--- config.mk ---
export PLATFORM = sky130hd
export DESIGN_NAME = bg_ctrl_flat
export DESIGN_NICKNAME = d
export VERILOG_FILES = /design/src/rtl/bg_ctrl_if.sv /design/src/rtl/bg_ctrl.sv /design/src/flat_wrapper.sv
export SDC_FILE = /design/constraint.sdc
export NUM_CORES = 1
export LEC_CHECK = 0
export CAP_MARGIN = 25
export CORE_MARGIN = 5
export CORE_UTILIZATION = 45
export DETAILED_ROUTE_END_ITERATION = 6
export HOLD_SLACK_MARGIN = 0.03
export PLACE_DENSITY = 0.84
export RECOVER_POWER = 25
export SETUP_SLACK_MARGIN = 0.3
export SYNTH_ARGS = -nofsm -noshare
export SYNTH_HDL_FRONTEND = slang
export SYNTH_SLANG_ARGS = --single-unit
--- constraint.sdc ---
create_clock -name clk -period 1.8 [get_ports clk]
set_clock_uncertainty 0.15 [all_clocks]
set_input_delay 0.27 -clock clk [delete_from_list [all_inputs] [get_ports clk]]
set_output_delay 0.27 -clock clk [all_outputs]
set_load 0.005 [all_outputs]
--- src/rtl/bg_ctrl_if.sv ---
// Purpose : groups the bandgap trim controller's handshake and analog-control signals.
// Ports   : start/stop/cmp flow into the controller; pwrup, DAC codes, selects,
//           capacitor switches and busy/done flow out. Clock and reset are not carried here.
interface bg_ctrl_if;
  logic       start;
  logic       stop;
  logic       cmp;
  logic       pwrup;
  logic [7:0] idacFine;
  logic [7:0] idacCoarse;
  logic [3:0] idacOutSelect_n;
  logic [7:0] diodeSelect;
  logic       resStableSelect;
  logic       resPtatEnable_n;
  logic [1:0] c1;
  logic [1:0] c2;
  logic       busy;
  logic       done;

  // master: the block that sequences the controller (bench / system logic)
  modport master (
    output start, stop, cmp,
    input  pwrup, idacFine, idacCoarse, idacOutSelect_n, diodeSelect,
           resStableSelect, resPtatEnable_n, c1, c2, busy, done
  );

  // slave: the controller itself
  modport slave (
    input  start, stop, cmp,
    output pwrup, idacFine, idacCoarse, idacOutSelect_n, diodeSelect,
           resStableSelect, resPtatEnable_n, c1, c2, busy, done
  );
endinterface

--- src/rtl/bg_ctrl.sv ---
// Purpose : bandgap power-up and 8-bit SAR trim of the fine current DAC, with two
//           non-overlapping capacitor phases per bit before each comparator evaluation.
// Latency : outputs registered; full sequence SETTLE_CYCLES + 8*(2*PHASE_CYCLES+3) cycles.
// Backpressure: none; start ignored unless idle, stop aborts to idle from any state.
// Ports   : clk, reset (sync, active-high) plus the bg_ctrl_if slave modport.
module bg_ctrl #(
  parameter int unsigned SETTLE_CYCLES = 64,
  parameter int unsigned PHASE_CYCLES  = 8,
  parameter logic [7:0]  COARSE        = 8'h40
) (
  input  logic      clk,
  input  logic      reset,
  bg_ctrl_if.slave  bus
);

  typedef enum logic [2:0] {
    IDLE, PWRUP, PH1, GAP1, PH2, GAP2, EVAL, DONE
  } state_t;

  localparam logic [9:0] SETTLE_LAST = 10'(SETTLE_CYCLES - 1);
  localparam logic [9:0] PHASE_LAST  = 10'(PHASE_CYCLES - 1);

  state_t     state_q, state_d;
  logic [9:0] cnt_q, cnt_d;
  logic [2:0] bit_q, bit_d;
  logic [7:0] fine_q, fine_d;

  // Output registers; their next values are decoded from the next state so the
  // outputs change on the same edge the state does, without an input-to-output path.
  logic       pwrup_q, pwrup_d;
  logic [7:0] coarse_q, coarse_d;
  logic [3:0] osel_q, osel_d;
  logic [7:0] diode_q, diode_d;
  logic       rs_q, rs_d;
  logic       rptat_n_q, rptat_n_d;
  logic [1:0] c1_q, c1_d;
  logic [1:0] c2_q, c2_d;
  logic       busy_q, busy_d;
  logic       done_q, done_d;

  // Next-state, counters and SAR register
  always_comb begin
    state_d = state_q;
    cnt_d   = cnt_q;
    bit_d   = bit_q;
    fine_d  = fine_q;

    if (bus.stop) begin
      state_d = IDLE;
      cnt_d   = '0;
      bit_d   = 3'd7;
      fine_d  = 8'h00;
    end else begin
      unique case (state_q)
        IDLE: begin
          if (bus.start) begin
            state_d = PWRUP;
            cnt_d   = '0;
            bit_d   = 3'd7;
            fine_d  = 8'h80;
          end
        end
        PWRUP: begin
          if (cnt_q == SETTLE_LAST) begin
            state_d = PH1;
            cnt_d   = '0;
          end else begin
            cnt_d = cnt_q + 10'd1;
          end
        end
        PH1: begin
          if (cnt_q == PHASE_LAST) begin
            state_d = GAP1;
            cnt_d   = '0;
          end else begin
            cnt_d = cnt_q + 10'd1;
          end
        end
        GAP1: state_d = PH2;
        PH2: begin
          if (cnt_q == PHASE_LAST) begin
            state_d = GAP2;
            cnt_d   = '0;
          end else begin
            cnt_d = cnt_q + 10'd1;
          end
        end
        GAP2: state_d = EVAL;
        EVAL: begin
          // Comparator high means the trial code overshoots: drop the trial bit.
          if (bus.cmp) fine_d[bit_q] = 1'b0;
          if (bit_q != 3'd0) begin
            fine_d[bit_q - 3'd1] = 1'b1;
            bit_d                = bit_q - 3'd1;
            state_d              = PH1;
          end else begin
            state_d = DONE;
          end
        end
        DONE:    state_d = DONE;
        default: state_d = IDLE;
      endcase
    end
  end

  // Output decode from the next state
  always_comb begin
    pwrup_d   = 1'b0;
    coarse_d  = 8'h00;
    osel_d    = 4'b1111;
    diode_d   = 8'h00;
    rs_d      = 1'b0;
    rptat_n_d = 1'b1;
    c1_d      = 2'b00;
    c2_d      = 2'b00;
    busy_d    = 1'b0;
    done_d    = 1'b0;

    unique case (state_d)
      PWRUP, PH1, GAP1, PH2, GAP2, EVAL: begin
        pwrup_d   = 1'b1;
        coarse_d  = COARSE;
        osel_d    = 4'b1110;
        diode_d   = 8'hFF;
        rs_d      = 1'b1;
        rptat_n_d = 1'b0;
        busy_d    = 1'b1;
        // Phases are separated by GAP states, so the switches always pass through 00.
        if (state_d == PH1) begin
          c1_d = 2'b01;
          c2_d = 2'b10;
        end else if (state_d == PH2) begin
          c1_d = 2'b10;
          c2_d = 2'b01;
        end
      end
      DONE: begin
        pwrup_d   = 1'b1;
        coarse_d  = COARSE;
        osel_d    = 4'b1101;
        diode_d   = 8'hFF;
        rs_d      = 1'b1;
        rptat_n_d = 1'b0;
        done_d    = 1'b1;
      end
      default: ;
    endcase
  end

  always_ff @(posedge clk) begin
    if (reset) begin
      state_q   <= IDLE;
      cnt_q     <= '0;
      bit_q     <= 3'd7;
      fine_q    <= 8'h00;
      pwrup_q   <= 1'b0;
      coarse_q  <= 8'h00;
      osel_q    <= 4'b1111;
      diode_q   <= 8'h00;
      rs_q      <= 1'b0;
      rptat_n_q <= 1'b1;
      c1_q      <= 2'b00;
      c2_q      <= 2'b00;
      busy_q    <= 1'b0;
      done_q    <= 1'b0;
    end else begin
      state_q   <= state_d;
      cnt_q     <= cnt_d;
      bit_q     <= bit_d;
      fine_q    <= fine_d;
      pwrup_q   <= pwrup_d;
      coarse_q  <= coarse_d;
      osel_q    <= osel_d;
      diode_q   <= diode_d;
      rs_q      <= rs_d;
      rptat_n_q <= rptat_n_d;
      c1_q      <= c1_d;
      c2_q      <= c2_d;
      busy_q    <= busy_d;
      done_q    <= done_d;
    end
  end

  assign bus.pwrup           = pwrup_q;
  assign bus.idacFine        = fine_q;
  assign bus.idacCoarse      = coarse_q;
  assign bus.idacOutSelect_n = osel_q;
  assign bus.diodeSelect     = diode_q;
  assign bus.resStableSelect = rs_q;
  assign bus.resPtatEnable_n = rptat_n_q;
  assign bus.c1              = c1_q;
  assign bus.c2              = c2_q;
  assign bus.busy            = busy_q;
  assign bus.done            = done_q;

endmodule

--- src/flat_wrapper.sv ---
// flat-port wrapper written by rule: the top's interface ports become plain ports
module bg_ctrl_flat 
#(
  parameter int unsigned SETTLE_CYCLES = 64,
  parameter int unsigned PHASE_CYCLES  = 8,
  parameter logic [7:0]  COARSE        = 8'h40
)
  (clk, reset, bus_start, bus_stop, bus_cmp, bus_pwrup, bus_idacFine, bus_idacCoarse, bus_idacOutSelect_n, bus_diodeSelect, bus_resStableSelect, bus_resPtatEnable_n, bus_c1, bus_c2, bus_busy, bus_done);
  bg_ctrl_if bus_i ();
  input  logic clk;
  input  logic reset;
  input wire logic [$bits(bus_i.start)-1:0] bus_start;
  input wire logic [$bits(bus_i.stop)-1:0] bus_stop;
  input wire logic [$bits(bus_i.cmp)-1:0] bus_cmp;
  output wire logic [$bits(bus_i.pwrup)-1:0] bus_pwrup;
  output wire logic [$bits(bus_i.idacFine)-1:0] bus_idacFine;
  output wire logic [$bits(bus_i.idacCoarse)-1:0] bus_idacCoarse;
  output wire logic [$bits(bus_i.idacOutSelect_n)-1:0] bus_idacOutSelect_n;
  output wire logic [$bits(bus_i.diodeSelect)-1:0] bus_diodeSelect;
  output wire logic [$bits(bus_i.resStableSelect)-1:0] bus_resStableSelect;
  output wire logic [$bits(bus_i.resPtatEnable_n)-1:0] bus_resPtatEnable_n;
  output wire logic [$bits(bus_i.c1)-1:0] bus_c1;
  output wire logic [$bits(bus_i.c2)-1:0] bus_c2;
  output wire logic [$bits(bus_i.busy)-1:0] bus_busy;
  output wire logic [$bits(bus_i.done)-1:0] bus_done;
  assign bus_i.start = bus_start;
  assign bus_i.stop = bus_stop;
  assign bus_i.cmp = bus_cmp;
  assign bus_pwrup = bus_i.pwrup;
  assign bus_idacFine = bus_i.idacFine;
  assign bus_idacCoarse = bus_i.idacCoarse;
  assign bus_idacOutSelect_n = bus_i.idacOutSelect_n;
  assign bus_diodeSelect = bus_i.diodeSelect;
  assign bus_resStableSelect = bus_i.resStableSelect;
  assign bus_resPtatEnable_n = bus_i.resPtatEnable_n;
  assign bus_c1 = bus_i.c1;
  assign bus_c2 = bus_i.c2;
  assign bus_busy = bus_i.busy;
  assign bus_done = bus_i.done;
  bg_ctrl #(.SETTLE_CYCLES(SETTLE_CYCLES), .PHASE_CYCLES(PHASE_CYCLES), .COARSE(COARSE)) u_core (.clk(clk), .reset(reset), .bus(bus_i));
endmodule
Yosys cells after proc, flatten, opt, wreduce, memory -nomap -nowiden
Cells that the tools add are included.
- register bits: 52
- bits in latches: 0
- RAM bits: 0
- ROM bits: 0
- bits of input ports: 5
- output and inout bits: 37
- word-level logic and storage cells: 93
- memories kept: 0
- add/sub/neg operators: 2
- $mul: 0
- div/mod/pow operators: 0
- order comparisons: 4
- equal/unequal tests: 18
- shift-type cells: 0
- muxes and demuxes: 35
- bitwise gates (word level): 4
- reduce and logical (&&, ||, !) cells: 15
- operator list (operator ; count):
    8-bit two-way mux ; 6
    10-bit two-way mux ; 3
    10-bit case mux with 3 select lines ; 1
    3-bit == test, second input constant ; 8
    3-bit two-way mux ; 8
    3-bit case mux with 8 select lines ; 1
    8-bit case mux with 2 select lines ; 1
    3-bit by 2-bit == test with 1-bit output, second input constant ; 4
    10-bit by 1-bit adder with 10-bit output, second input constant ; 1
    10-bit by 3-bit == test with 1-bit output, second input constant ; 1
    10-bit by 6-bit == test with 1-bit output, second input constant ; 1
    8-bit bitwise AND ; 1
    3-bit by 4-bit < comparator with 1-bit output, second input constant ; 2
    1-bit two-way mux ; 8
    8-bit NOT ; 1
    8-bit bitwise OR ; 1
    7-bit two-way mux ; 1
    7-bit OR reduction ; 1
    1-bit demux with 3-bit select ; 2
    3-bit by 1-bit == test with 1-bit output, second input constant ; 2
    3-bit by 1-bit greater-or-equal comparator with 1-bit output, second input constant ; 2
    3-bit case mux with 2 select lines ; 1
    3-bit nonzero test ; 2
    2-bit OR reduction ; 3
    other kinds (13) ; 16

Logic depth before layout (Yosys ltp)
Gate-level depths: netlist (run 1).
- word-level depth: 12
- gate-level depth with buffers: 8

Worst setup path after synthesis (run 1)
No wires, ideal clock.
- path type: register -> register
- from: register u_core.cnt_q[0]
- to: register u_core.cnt_q[3]
- library setup time: 0.074 ns
- arrival time: 1.730 ns
- slack: -0.154 ns
- cell stages (with the launch flop): 7
- period minus slack after synthesis: 1.954 ns
- cell sequence: dfxtp_1 -> ha_1 -> and3_1 -> nand4_1 -> a32o_1 -> or4b_1 -> a31oi_1
- cells in the longest elaborated chain, start to end: 3
- RTL lines (item ; line ; text):
    from (decl) ; bg_ctrl.sv:24 ; logic [9:0] cnt_q, cnt_d;
    from (signal assigned) ; bg_ctrl.sv:168 ; cnt_q <= cnt_d;
    10-bit by 1-bit adder with 10-bit output, or another cell as far along ; bg_ctrl.sv:68, bg_ctrl.sv:76, bg_ctrl.sv:85 ;
    10-bit two-way mux (on tied branches) ; bg_ctrl.sv:72, bg_ctrl.sv:81, bg_ctrl.sv:64 ;
    10-bit case mux with 3 select lines (*) ; bg_ctrl.sv:54 ; unique case (state_q)
Every way passes the cells marked *; elsewhere a longest branch is shown, timed or not.
A chain may end at the register's enable or synchronous reset.

Worst setup path after layout (run 1)
- from: register u_core.cnt_q[7]
- to: register u_core.osel_q[1] (netlist: u_core.bus.idacOutSelect_n[1])
- cells in the longest elaborated chain, start to end: 7
- RTL lines (item ; line ; text):
    10-bit by 3-bit == test with 1-bit output / 10-bit by 6-bit == test with 1-bit output (equally long branches) ; bg_ctrl.sv:72, bg_ctrl.sv:81, bg_ctrl.sv:64 ;
    3-bit two-way mux (on tied branches) ; bg_ctrl.sv:81, bg_ctrl.sv:72, bg_ctrl.sv:64 ;
    3-bit case mux with 8 select lines (*) ; bg_ctrl.sv:54 ;
    3-bit two-way mux (*) ; bg_ctrl.sv:48 ; if (bus.stop) begin
    3-bit by 1-bit == test with 1-bit output, or another cell as far along ; bg_ctrl.sv:119 ; unique case (state_d)
    6-bit OR reduction ; bg_ctrl.sv:119 ;
    2-bit case mux with 2 select lines (*) ; bg_ctrl.sv:119 ;
    to (signal assigned) ; bg_ctrl.sv:173 ; osel_q <= osel_d;
    to (decl) ; bg_ctrl.sv:32 ; logic [3:0] osel_q, osel_d;
Marks and branches as above.

==> results of run 1 <==
==> state kept, by name, indices dropped and copies added (netlist names) <==
signal / cells
u_core.bus.done: 1
u_core.bus.diodeSelect: 1
u_core.cnt_q: 10
u_core.state_q: 3
u_core.bus.resPtatEnable_n: 1
u_core.bus.idacOutSelect_n: 2
u_core.bus.c1: 2
u_core.bit_q: 3
u_core.bus.idacFine: 8
u_core.bus.busy: 1
==> final timing paths <==
check / startpoint / endpoint / slack, ps / cells after the start
max: u_core.cnt_q[7] / u_core.bus.idacOutSelect_n[1] / -120 / 6
min: u_core.bus.idacFine[5] / u_core.bus.idacFine[5] / 330 / 2
max reg2reg: u_core.cnt_q[7] / u_core.bus.idacOutSelect_n[1] / -120 / 6
min reg2reg: u_core.bus.idacFine[5] / u_core.bus.idacFine[5] / 330 / 2
==> worst reg2reg max path: cells and delay by family, from the launching register on <==
kind / cells / cell delay [ps]
AO/OA/AOI/OAI: 1 / 60
flip-flops: 1 / 340
buffers and inverters: 2 / 280
AND/OR/NAND/NOR: 3 / 960
==> report_power, final <==
group / internal [mW] / switching [mW] / total (mW)
combinational: 0.0722 / 0.0785 / 0.151
sequential: 0.709 / 0.00563 / 0.715
clock: 0.262 / 0.259 / 0.521
total: 1.04 / 0.343 / 1.39
==> cells by family after synthesis <==
group	after synthesis
AOI/OAI and AO/OA	64
xor gates and xnor gates	3
adders and majority gates	3
buffers and inverters	36
DFF	32
muxes	3
other	2
and+or+nand+nor	86
==> cell usage after synthesis (all sizes together), types with 5 or more instances <==
master	count
a31oi	5
dfxtp	32
a21oi	21
buf	26
nand3	10
nor2	23
clkbuf	6
nand2	18
nor3	8
o21ai	16
==> stage by stage <==
stage	setup TNS, ps	hold slack [ps]	area (µm²)
2_1_floorplan	-69.2	197	2010
3_3_place_gp	-950	310	2430
3_5_place_dp	-1910	317	2430
4_1_cts	-530	324	2600
5_1_grt	-2330	345	2800
6_report	-568	327	2800
==> timing repair <==
item                                    CTS  global route
gates cloned                              0             1
gates resized for setup                  62            33
pin swaps                                16            17
endpoints found under the hold margin     0             0
buffers inserted                          4             7
endpoints found under the setup margin   58            30
==> area by class of cell <==
class                      count  area (µm²)  area share [%]
multi-input combinational    169        1260            45.1
clock inverter                 1        5.00           0.179
inverter                       4        17.5           0.626
clock buffer                   6        72.6            2.59
timing repair buffer          82         709            25.3
sequential                    32         669            23.9
tap                           50        62.6            2.23
==> layer usage <==
layer	part of all wire, %	routed length [µm]	vias to the layer above
met5	0	0	-
met1	38	2180	954
met2	51	2940	99
li1	-	-	928
met4	4.0	230	0
met3	7.5	433	24
==> flow_metrics.tcl, run 1 <==
set metrics [dict create \
    grt_overflow 0 \
    netlist_area_mm2 0.00185 \
    critical-path-max-stage-delay_ps 420 \
    setup_ws_ps -120 \
    io_pins 42 \
    grt_pass1_vias 1769 \
    endpoint_kind "register" \
    grt_usage_pct 18.8 \
    status "finished with violations" \
    viasPerCell 5.83 \
    fillers 272 \
    numCtsBuffers 5 \
    synth_compound_area_share_pct 22.0 \
    globalRouteMet1Util_pct 20.0 \
    synth_seq_cells 32 \
    die_x_um 74.1 \
    rows 23 \
    synth_edf_count 0 \
    async_reset_ff_share_pct 0 \
    synth_simple_gate_area_share_pct 23.6 \
    violations "negative setup slack" \
    place_congestion 0.907 \
    drtAntennaViolNets 0 \
    hold_viol_final 0 \
    crit_buf_inv 2 \
    clkTransAtPathRegs_ps 60 \
    critical_path.top_delay_family "simple AND/OR/NAND/NOR gates" \
    startpoint_type "register" \
    grt_max_degree 17 \
    holdCritPathClass "reg2reg" \
    yosysTopAreaCell "dfxtp_1" \
    synthXorXnorAreaFrac_pct 1.42 \
    use_met3_pct 5.68 \
    power_density_mw_per_mm2 495 \
    ys_seq_area_share_pct 34.7 \
    worstSkewPairLatency_ps 290 \
    drtPass1Iterations 4 \
    layoutNonFillerInstCount 344 \
    start_util_pct 46.2 \
    period_share_pct 107 \
    p_total_mw 1.39 \
    avgSynthCellArea_um2 8.07 \
    gr-usage-met2_pct 33.2 \
    fin_nets 302 \
    clockBufferDepth 2 \
    postCtsHoldBufs 0 \
    fmax_mhz 521 \
    slew_violations 0 \
    cp_max_fo 3 \
    diodes 0 \
    clock_tree.root_cell "clkbuf_8" \
    portBuffers 32 \
    drc 0 \
    crit_path_top_delay_cell "or4_1" \
    critical_path_required_ps 1810 \
    dp_hpwl_um 3480 \
    wire_per_inst_um 16.8 \
    utilization_pct 70.0 \
    peakVddDrop_uv 363 \
    cap_viol_max_count 0 \
    clock-sinks 32 \
    dpl_worst_slack_ps -198 \
    via_count 2005 \
    period_minus_slack_ps 1920 \
    yosysWarningCount 0 \
    antenna_found_initial 0 \
    yosys.cell_types.count 49 \
    grt.busiest_layer "met2" \
    synth_top_area_share_pct 34.7 \
    rsz0062_at_grt "yes" \
    htreeDepth 2 \
    core_area_mm2 0.00400 \
    area_growth_syn_to_layout_pct 51.5 \
    cts_tree "built" \
    p_leak_nw 1.15 \
    setup_viol 12 \
    syn_inst 229 \
    crit_arrival_ps 1930 \
    crit_chain "nor4_4, buf_4, and4_4, buf_6, a21oi_4, or4_1" \
    layout_commonest_cell "buf_4" \
    muxShareOfSynthArea_pct 1.69 \
    dp.cells 325 \
    fp.dieH_um 74.1 \
    drive_gt1_share_pct 39.8 \
    critPathKind "reg2reg" \
    drt_wl_total_um 5790 \
    grt_pass1_wl_um 7940 \
    drtIter0Drc 112 \
    synthFlopType "dfxtp_1" \
    synth_top_family_by_area "simple AND/OR/NAND/NOR gates" \
    final_cell_mix "40 x buf_4, 28 x dlygate4sd2_1, 19 x dfxtp_1" \
    synth-adder-area-share_pct 2.03 \
    dieArea_mm2 0.00549 \
    yosys-top-cells-area "dfxtp_1 35%, buf_4 8.5%, a21oi_1 5.7%" \
]
Power figures use the tool's default switching activity.
==> inputs of run 2 (changes only) <==
==> constraint.sdc (replaced) <==
create_clock -name clk -period 1.65 [get_ports clk]
set_clock_uncertainty 0.15 [all_clocks]
set_input_delay 0.2475 -clock clk [delete_from_list [all_inputs] [get_ports clk]]
set_output_delay 0.2475 -clock clk [all_outputs]
set_load 0.005 [all_outputs]
==> flow_metrics.tcl, run 2 (same netlist as run 1, synthesis figures left out) <==
set metrics [dict create \
    status "finished with violations" \
    violations "negative setup slack" \
    whs_path_depth 2 \
    min_to "u_core.bus.idacFine[1]" \
    fillers 219 \
    holdCritPathClass "reg2reg" \
    drtIter0Drc 164 \
    p_leak_nw 1.41 \
    worstSkewPairLatency_ps 280 \
    dp_hpwl_um 3670 \
    peakVddDrop_uv 360 \
    fp.dieH_um 74.1 \
    diodes 0 \
    die_x_um 74.1 \
    area_growth_syn_to_layout_pct 69.6 \
    grt_max_degree 17 \
    whs_ps 322 \
    setup_viol 20 \
    clock_tree.root_cell "clkbuf_8" \
    start_util_pct 46.2 \
    setup_ws_ps -435 \
    viasPerCell 6.01 \
    r2r_cells 6 \
    crit_arrival_ps 2100 \
    grt_usage_pct 24.5 \
    clock-sinks 32 \
    drtPass1Iterations 4 \
    dp.cells 332 \
    place_congestion 0.876 \
    dieArea_mm2 0.00549 \
    slew-limit-headroom_pct 53.5 \
    io_pins 42 \
    grt_overflow 0 \
    crit_path_top_delay_cell "or4b_1" \
    cts_tree "built" \
    clkTransAtPathRegs_ps 70 \
    critical-path-max-stage-delay_ps 470 \
    fin_nets 316 \
    critical_path_required_ps 1670 \
    final_cell_mix "48 x buf_4, 17 x dlygate4sd2_1, 17 x dfxtp_1" \
    via_count 2152 \
    htreeDepth 2 \
    clockBufferDepth 2 \
    timing.rr.end "u_core.cnt_q[3]" \
    crit_chain "buf_4, and3_4, nand4_1, a32o_2, or4b_1, a31oi_1" \
    grt_pass1_wl_um 10400 \
    min_from "u_core.bus.idacFine[1]" \
    drc 0 \
    cp_max_fo 4 \
    slew_violations 0 \
    core_area_mm2 0.00400 \
    power_density_mw_per_mm2 531 \
    startpoint_type "register" \
    drive_gt1_share_pct 49.0 \
    rows 23 \
    drtAntennaViolNets 0 \
    grt_pass1_vias 2125 \
    largest_reg_flops 10 \
    period_share_pct 126 \
    setup-tns-final_ps -4750 \
    p_total_mw 1.66 \
    r2r_start "u_core.cnt_q[3]" \
    hold_viol_final 0 \
    period_minus_slack_ps 2080 \
    critPathKind "reg2reg" \
    ff2ff_setup_slack_ps -430 \
    cap_viol_max_count 0 \
    layoutNonFillerInstCount 358 \
    antenna_found_initial 0 \
    postCtsHoldBufs 0 \
    endpoint_kind "register" \
    rsz0062_at_grt "yes" \
    portBuffers 32 \
    layout_commonest_cell "buf_4" \
    worst_slew_pin_slew_ps 681 \
    largest_register "u_core.cnt_q" \
    fmax_mhz 480 \
    wire_per_inst_um 20.1 \
    numCtsBuffers 5 \
    dpl_worst_slack_ps -388 \
    drt_wl_total_um 7180 \
]
[run 2: repair_timing]
item,4_1_cts,5_1_grt
endpoints found under the setup margin,59,43
hold endpoints to repair,0,0
setup buffers,11,7
pin swaps,32,19
cloned,1,0
gates resized for setup,69,53
[run 2: worst max-delay path, delay by kind of cell, from the launching register on]
family	cells	cell delay, ps
flops	1	360
buf+inv	1	140
compound gates	2	530
simple gates	3	770
[run 2: power by group]
part / total [mW] / leakage [nW] / switching (mW) / internal [mW]
Clock: 0.673 / 0.0503 / 0.301 / 0.372
Sequential: 0.781 / 0.266 / 0.00628 / 0.774
Combinational: 0.210 / 1.09 / 0.108 / 0.102
[run 2: layer usage]
metal | vias up | wire length [µm] | global-route usage, %
li1 | 956 | - | -
met1 | 1025 | 2710 | 28.6
met2 | 132 | 3480 | 41.6
met3 | 39 | 564 | 5.14
met4 | 0 | 423 | 13.7
met5 | - | 0 | 0
[run 2: metrics by stage]
step,instance area (µm²),utilization (%)
finish,3130,78.4
global route,3130,78.4
CTS,2900,72.4
detailed placement,2520,63.1
global placement,2520,63.1
floorplan,2060,-
[run 2: worst max-delay path by stage]
stage,start,to,slack (ps),cells after the start
3_3_place_gp,bus_stop,u_core.cnt_q[7],-300,6
6_report,u_core.cnt_q[3],u_core.cnt_q[3],-430,6
4_1_cts,u_core.cnt_q[3],u_core.bus.idacOutSelect_n[1],-250,5
2_1_floorplan,u_core.cnt_q[0],u_core.bus.idacOutSelect_n[1],-190,6
5_1_grt,u_core.cnt_q[1],u_core.cnt_q[3],-490,6
3_5_place_dp,bus_stop,u_core.cnt_q[6],-390,6
[run 2: layout make-up]
cell class | count | area, µm² | share of cell area (%)
flip-flops and latches | 32 | 669 | 21.4
inverters | 4 | 20.0 | 0.639
repair buffers | 96 | 873 | 27.9
multi-input cells | 169 | 1410 | 45.1
well taps | 50 | 62.6 | 2.00
clock buffers | 7 | 96.3 | 3.07
==> inputs of run 3 (changes only) <==
--- a/config.mk
+++ b/config.mk
@@ -6,13 +6,15 @@
 export NUM_CORES = 1
 export LEC_CHECK = 0
 export CAP_MARGIN = 25
+export CORE_ASPECT_RATIO = 0.6
 export CORE_MARGIN = 5
-export CORE_UTILIZATION = 45
+export CORE_UTILIZATION = 35
 export DETAILED_ROUTE_END_ITERATION = 6
 export HOLD_SLACK_MARGIN = 0.03
-export PLACE_DENSITY = 0.84
+export PLACE_DENSITY = 0.69
 export RECOVER_POWER = 25
 export SETUP_SLACK_MARGIN = 0.3
+export SKIP_CTS_REPAIR_TIMING = 1
 export SYNTH_ARGS = -nofsm -noshare
 export SYNTH_HDL_FRONTEND = slang
 export SYNTH_SLANG_ARGS = --single-unit
==> flow_metrics.tcl, run 3 (same netlist as run 1, synthesis figures left out) <==
set metrics [dict create \
    largest_register "u_core.cnt_q" \
    layout_commonest_cell "buf_4" \
    core_area_mm2 0.00508 \
    grt_usage_pct 15.1 \
    setup_ws_ps -300 \
    drt_wl_total_um 5940 \
    clock_tree.root_cell "clkbuf_8" \
    largest_reg_flops 10 \
    drive_gt1_share_pct 43.2 \
    period_share_pct 118 \
    critPathKind "reg2reg" \
    status "finished with violations" \
    place_area_mm2 0.00261 \
    period_minus_slack_ps 1950 \
    rows 20 \
    viasPerCell 5.43 \
    p_leak_nw 1.31 \
    endpoint_kind "register" \
    area_growth_syn_to_layout_pct 63.2 \
    drtPass1Iterations 5 \
    clockBufferDepth 2 \
    rsz0062_at_grt "yes" \
    fin_nets 311 \
    p_total_mw 1.55 \
    wire_per_inst_um 16.1 \
    htreeDepth 2 \
    setup_viol 18 \
    dieArea_mm2 0.00688 \
    power_density_mw_per_mm2 515 \
    utilization_pct 59.4 \
    via_count 2002 \
    layoutNonFillerInstCount 369 \
    holdCritPathClass "reg2reg" \
    clock-sinks 32 \
    cp_max_fo 7 \
    crit_buf_inv 0 \
    drc 0 \
    fp.dieH_um 66.3 \
    cap_viol_max_count 0 \
    violations "negative setup slack" \
    portBuffers 32 \
    startpoint_type "register" \
    slew_violations 0 \
    grt_max_degree 16 \
    peakVddDrop_uv 361 \
    dpl_worst_slack_ps -371 \
    antenna_found_initial 0 \
    crit_path_top_delay_cell "or4b_4" \
    crit_chain "ha_4, and3_4, nand4_1, a32o_2, or4b_4, a31oi_4" \
    drtAntennaViolNets 0 \
    dp.cells 356 \
    die_x_um 104 \
    dp_hpwl_um 4020 \
    grt_overflow 0 \
    hold_viol_final 0 \
    grt_pass1_wl_um 8530 \
    fmax_mhz 513 \
    cts_tree "built" \
    worstSkewPairLatency_ps 290 \
    drtIter0Drc 160 \
    diodes 0 \
    clkTransAtPathRegs_ps 70 \
    final_cell_mix "50 x buf_4, 22 x dfxtp_1, 19 x nor2_1" \
    place_congestion 0.861 \
    numCtsBuffers 5 \
    critical_path_required_ps 1720 \
    start_util_pct 36.4 \
    critical_path.top_delay_family "simple AND/OR/NAND/NOR gates" \
    finalInstanceArea_mm2 0.00302 \
    io_pins 42 \
    crit_arrival_ps 2020 \
    grt_pass1_vias 1714 \
    critical-path-max-stage-delay_ps 500 \
]
==> run 3: changes by cell type in the layout (fill, tap and decap cells not counted), sizes merged <==
cell	delta
clkdlybuf4s25	+6
clkinv	+1
clkdlybuf4s50	+11
a21o	-1
buf	-4
clkbuf	-1
dlygate4sd2	-17
==> run 3: per-stage QoR <==
step           TNS, ps  hold WS, ps
3_5_place_dp     -6070          318
2_1_floorplan     -396          174
3_3_place_gp     -5280          309
5_1_grt          -5340          349
6_report         -3240          325
4_1_cts          -4300          328
==> run 3: metal layers <==
metal	share of wire (%)	track usage, %	vias up
met4	0.37	3.23	0
li1	-	-	939
met1	48	22.6	976
met3	7.6	4.78	2
met2	44	20.7	85
met5	0	0	-
==> run 3: layout make-up <==
class | instances | area [µm²]
tap | 66 | 82.6
clock inverter | 1 | 5.00
multi-input combinational | 168 | 1330
fill | 431 | 2060
timing repair buffer | 92 | 846
clock buffer | 6 | 72.6
inverter | 4 | 20.0
sequential | 32 | 661
==> run 3: worst reg2reg max path: cells and delay by family, from the launching register on <==
kind            cells  cell delay (ps)
simple gates        3              810
flops               1              330
compound gates      2              430
fa+ha+maj           1              160
==> run 3: where the power goes <==
group          internal (mW)  total (mW)  switching [mW]
Clock                  0.287       0.587           0.300
Combinational         0.0923       0.183          0.0904
Sequential             0.775       0.782         0.00683
Total                   1.15        1.55           0.398
==> run 3: final timing paths <==
kind / start / slack (ps) / cells after the start / endpoint
worst max-delay path: u_core.cnt_q[1] / -300 / 6 / u_core.cnt_q[3]
worst min-delay path: u_core.bus.idacFine[3] / 330 / 2 / u_core.bus.idacFine[3]
worst max register to register: u_core.cnt_q[1] / -300 / 6 / u_core.cnt_q[3]
worst min register to register: u_core.bus.idacFine[3] / 330 / 2 / u_core.bus.idacFine[3]
